File: src/rtl/tcb_arb.sv
// TCB multi-manager arbiter: combinational grant, lock under backpressure,
// and one-cycle-delayed read data steered back to the manager that was accepted.

module tcb_arb_lane #(
    parameter int DW = 32
)(
    input  logic          gnt,
    input  logic          rsp,
    input  logic          m_rdy,
    input  logic [DW-1:0] m_rdt,
    output logic          rdy,
    output logic [DW-1:0] rdt
);
    assign rdy = gnt & m_rdy;
    assign rdt = rsp ? m_rdt : '0;
endmodule

module tcb_arb #(
    parameter int AW = 32,
    parameter int DW = 32,
    parameter int BW = DW/8,
    parameter int MN = 2,
    parameter int RR = 1
)(
    input  logic                   clk,
    input  logic                   rst,
    input  logic [MN-1:0]          s_vld,
    input  logic [MN-1:0]          s_wen,
    input  logic [MN-1:0][BW-1:0]  s_ben,
    input  logic [MN-1:0][AW-1:0]  s_adr,
    input  logic [MN-1:0][DW-1:0]  s_wdt,
    output logic [MN-1:0][DW-1:0]  s_rdt,
    output logic [MN-1:0]          s_rdy,
    output logic                   m_vld,
    output logic                   m_wen,
    output logic [BW-1:0]          m_ben,
    output logic [AW-1:0]          m_adr,
    output logic [DW-1:0]          m_wdt,
    input  logic [DW-1:0]          m_rdt,
    input  logic                   m_rdy
);
    localparam int PW = (MN > 1) ? $clog2(MN) : 1;

    logic [PW-1:0] ptr, lck_idx, idx;
    logic          lck, hit, xfer;
    logic [MN-1:0] gnt, rsp;
    int            cand;

    // A held request keeps the bus; otherwise search from ptr (RR) or from 0.
    always_comb begin
        idx  = '0;
        hit  = 1'b0;
        cand = 0;
        if (lck && s_vld[lck_idx]) begin
            idx = lck_idx;
            hit = 1'b1;
        end else begin
            for (int k = 0; k < MN; k++) begin
                cand = (RR != 0) ? (int'(ptr) + k) % MN : k;
                if (!hit && s_vld[cand]) begin
                    idx = PW'(cand);
                    hit = 1'b1;
                end
            end
        end
        gnt = '0;
        if (hit) gnt[idx] = 1'b1;
    end

    always_comb begin
        m_wen = 1'b0;
        m_ben = '0;
        m_adr = '0;
        m_wdt = '0;
        for (int i = 0; i < MN; i++) begin
            if (gnt[i]) begin
                m_wen = s_wen[i];
                m_ben = s_ben[i];
                m_adr = s_adr[i];
                m_wdt = s_wdt[i];
            end
        end
    end

    assign m_vld = |(s_vld & gnt);
    assign xfer  = m_vld & m_rdy;

    always_ff @(posedge clk or negedge rst) begin
        if (!rst) begin
            ptr     <= '0;
            lck     <= 1'b0;
            lck_idx <= '0;
            rsp     <= '0;
        end else begin
            // Lock drops on transfer, or when the holder withdraws its request.
            lck <= m_vld & ~m_rdy;
            if (m_vld & ~m_rdy) lck_idx <= idx;
            if (xfer) begin
                rsp <= gnt;
                ptr <= (RR != 0 && int'(idx) < MN - 1) ? idx + 1'b1 : '0;
            end
        end
    end

    for (genvar i = 0; i < MN; i++) begin : g_lane
        tcb_arb_lane #(.DW(DW)) u_lane (
            .gnt   (gnt[i]),
            .rsp   (rsp[i]),
            .m_rdy (m_rdy),
            .m_rdt (m_rdt),
            .rdy   (s_rdy[i]),
            .rdt   (s_rdt[i])
        );
    end
endmodule

File: config.mk
export PLATFORM = sky130hd
export DESIGN_NAME = tcb_arb
export DESIGN_NICKNAME = d
export VERILOG_FILES = /design/src/rtl/tcb_arb.sv
export SDC_FILE = /design/constraint.sdc
export NUM_CORES = 1
export LEC_CHECK = 0
export BUFFER_PORTS_ARGS = -buffer_cell sky130_fd_sc_hd__buf_2
export CAP_MARGIN = 20
export CORE_AREA = 3 3 119 121
export CTS_CLUSTER_DIAMETER = 150
export DETAILED_ROUTE_END_ITERATION = 16
export DIE_AREA = 0 0 122 124
export SLEW_MARGIN = 20
export SYNTH_ARGS = -nofsm -noshare
export SYNTH_HDL_FRONTEND = slang
export SYNTH_HIERARCHICAL = 1
export SYNTH_SLANG_ARGS = --single-unit
File: constraint.sdc
create_clock -name clk -period 2.3 [get_ports clk]
set_input_delay 0.575 -clock clk [delete_from_list [all_inputs] [get_ports clk]]
set_output_delay 0.575 -clock clk [all_outputs]
set_load 0.01 [all_outputs]
==> impl_metrics.json <==
{
  "status": "finished with violations",
  "failed_checks": "setup timing",
  "r2r_start": "lck",
  "initial_utilization_pct": 11.51,
  "grt_first_pass_wirelength_microns": 12160,
  "synth-edff-count": 0,
  "grt_util_met3_pct": 1.771,
  "viasPerCell": 4.114,
  "met2_usage_pct": 20.10,
  "placementRows": 42,
  "instances_no_fill": 666,
  "final_nets": 665,
  "finalPower_mw": 1.440,
  "drc": 0,
  "peakVddDrop_uv": 185.4,
  "clock-sinks": 5,
  "dpl.hpwl_microns": 8256,
  "synthesis.nets": 353,
  "setup_ws_ns": -0.03269,
  "syn-cell-area_sq_um": 1518,
  "cts_root_buf": "clkbuf_16",
  "die_w_microns": 122,
  "busiest_layer": "met2",
  "hold_violations": 0,
  "syn-mean-instance-area_sq_um": 8.526,
  "place.gp.congestion": 0.8913,
  "tightest_slew_ns": 0.8004,
  "cp.required_ns": 1.73,
  "yosysMostFrequentCell": "a22o_1",
  "ys_types": 14,
  "finalSetupTns_ns": -0.1794,
  "drt-pass1-iter-count": 4,
  "crit_buf_inv": 3,
  "cp_max_fo": 7,
  "cts_buffer_depth": 2,
  "maxSlewHeadroom_pct": 46.64,
  "hp-class": "input pin to asynchronous set/reset pin",
  "drt-wirelength-per-cell_microns": 16.06,
  "cts_tree": "yes",
  "async_reset_ff_share_pct": 100.0,
  "dieArea_sq_um": 15130,
  "crit_family": "buffers and inverters",
  "fin_crit_sh_pct": 101.4,
  "setup.worst_path.end": "m_adr[16]",
  "track_usage_pct": 10.47,
  "p_leak_nw": 2.080,
  "crit_arrival_ns": 1.76,
  "clock_latency_ns": 0.23,
  "yosysTopAreaCell": "a22o_1",
  "path_class": "flop to primary output",
  "grt_overflow": 0,
  "grt_max_degree": 54,
  "worst_r2r_path_depth": 4,
  "ios": 311,
  "core_region_area_sq_um": 13190,
  "yosys_most_used_dff": "dfrtp_1",
  "critPathSlowestCell": "dfrtp_1",
  "grt_pass1_vias": 2339,
  "htreeDepth": 1,
  "finalWirelength_microns": 10690,
  "cp_slowest_stage_delay_ns": 0.37,
  "final_layout_size_suffix_gt1_share_pct": 81.60,
  "rsz0062_at_grt": "true",
  "vias": 2740,
  "antenna_found_initial": 2,
  "path_cells": "mux2_4 -> a21oi_4 -> buf_12 -> clkbuf_16 -> a22o_1 -> buf_2",
  "portBuffers": 310,
  "drtIter0Drc": 72,
  "crit_path_end_kind": "primary output",
  "power_per_cell_area_nw_per_um2": 413.8,
  "cts_hold_buf": 0,
  "dpl_cell_area_sq_um": 3177,
  "antenna_left": 0,
  "die-height_microns": 124,
  "period_minus_slack_ns": 2.333,
  "r2r_end": "lck_idx",
  "fin_skew_ns": 0.004568,
  "cts.clk_slew.worst_paths_ns": 0.04,
  "cts_made_buffers": 3,
  "synth.top_cell.area_share_pct": 39.82,
  "crit_path_start": "lck",
  "cp-start-kind": "flop",
  "synth_commonest_cells": "a22o_1 (69), and2_2 (64), buf_6 (13), clkbuf_2 (6)",
  "finalMaxSlewViolations": 0,
  "maxCapViolCount": 0,
  "dpl_worst_slack_ns": 0.1503,
  "cp.depth": 6,
  "setup_viol": 15,
  "synth_seq_cells": 5,
  "final_cell_area_sq_um": 3480,
  "synth_warnings": 6,
  "area_delta_synth_final_pct": 129.3,
  "place_inst": 650,
  "ys_seq_area_share_pct": 8.244,
  "synthCells": 178,
  "fmax_ghz": 0.4287,
  "use_met1_pct": 11.32,
  "r2r_slack_ns": 0.97,
  "synth.area.top_cells": "a22o_1 (40%), and2_2 (32%), buf_6 (9.6%)"
}
-- routing by layer --
metal  share of wire (%)  up-vias
met1                  35     1242
met5                0.12        -
li1                    -     1280
met4                 1.8        2
met3                  10       11
met2                  53      205
-- cells by family (layout without fill, tap and decap cells) --
logic type,after synthesis,count (layout),synth area share (%)
AND/OR/NAND/NOR,71,71,33.72
buffers and inverters,25,336,13.60
other,0,1,0
multiplexers,1,1,0.9890
flip-flops,5,5,8.244
AO/OA/AOI/OAI,76,76,43.45
-- how the worst min path moves through the flow --
stage	start	endpoint	slack (ns)	cells past startpoint
floorplan	rst	lck	0.28	0
global placement	rst	rsp[0]	0.40	1
detailed placement	rst	rsp[0]	0.40	1
CTS	rst	lck_idx	0.16	1
global route	rst	lck	0.16	1
finish	rst	lck	0.16	1
-- registers in the layout, summed over array words and instances (netlist names) --
name / count
rsp: 2
lck_idx: 1
ptr: 1
lck: 1
-- report_power, final --
| part | internal, mW | total (mW) | switching [mW] |
|---|---|---|---|
| Sequential | 0.0992 | 0.122 | 0.0227 |
| Combinational | 0.544 | 1.03 | 0.485 |
| Clock | 0.228 | 0.289 | 0.0619 |
-- layout by cell type (no fill, tap or decap) --
cell,count
dfrtp_1,5
clkinv_2,1
and2_1,2
a21oi_4,1
diode_2,1
buf_4,4
mux2_4,1
a21oi_1,3
clkbuf_16,7
buf_12,4
inv_1,4
buf_2,309
buf_6,5
a22o_1,69
o21a_1,1
and2_2,64
o2bb2ai_1,1
buf_8,2
nor2_1,5
o21a_4,1
-- worst reg2reg max path, stage by stage (launching register included) --
cell and delay [ns]:
dfrtp_1 0.37, mux2_4 0.33, o21a_4 0.25, buf_6 0.15
o2bb2ai_1 0.11
-- through the flow --
stage                     hold slack [ns]  util (%)
final                              0.1565     26.38
after CTS                          0.1594     24.69
after global placement             0.3983     24.08
after global routing               0.1627     26.38
after detailed placement           0.4031     24.08
after floorplan                    0.2794         -
-- area by class of cell --
cell class / instances / area (sq um)
fillers: 1425 / 9711
repair buffers: 328 / 1843
multi-input cells: 148 / 1194
well taps: 176 / 220.2
flip-flops and latches: 5 / 125.1
clock buffers: 3 / 75.07
inverters: 4 / 15.01
clock inverters: 1 / 5.005
diodes: 1 / 2.502
-- timing repair --
item                       in CTS  in global routing
resized for setup               0                  9
cloned                          0                  8
buffers inserted                0                  3
setup endpoints to repair      17                 70
pin swaps                       4                 37
Power figures use the tool's default switching activity.
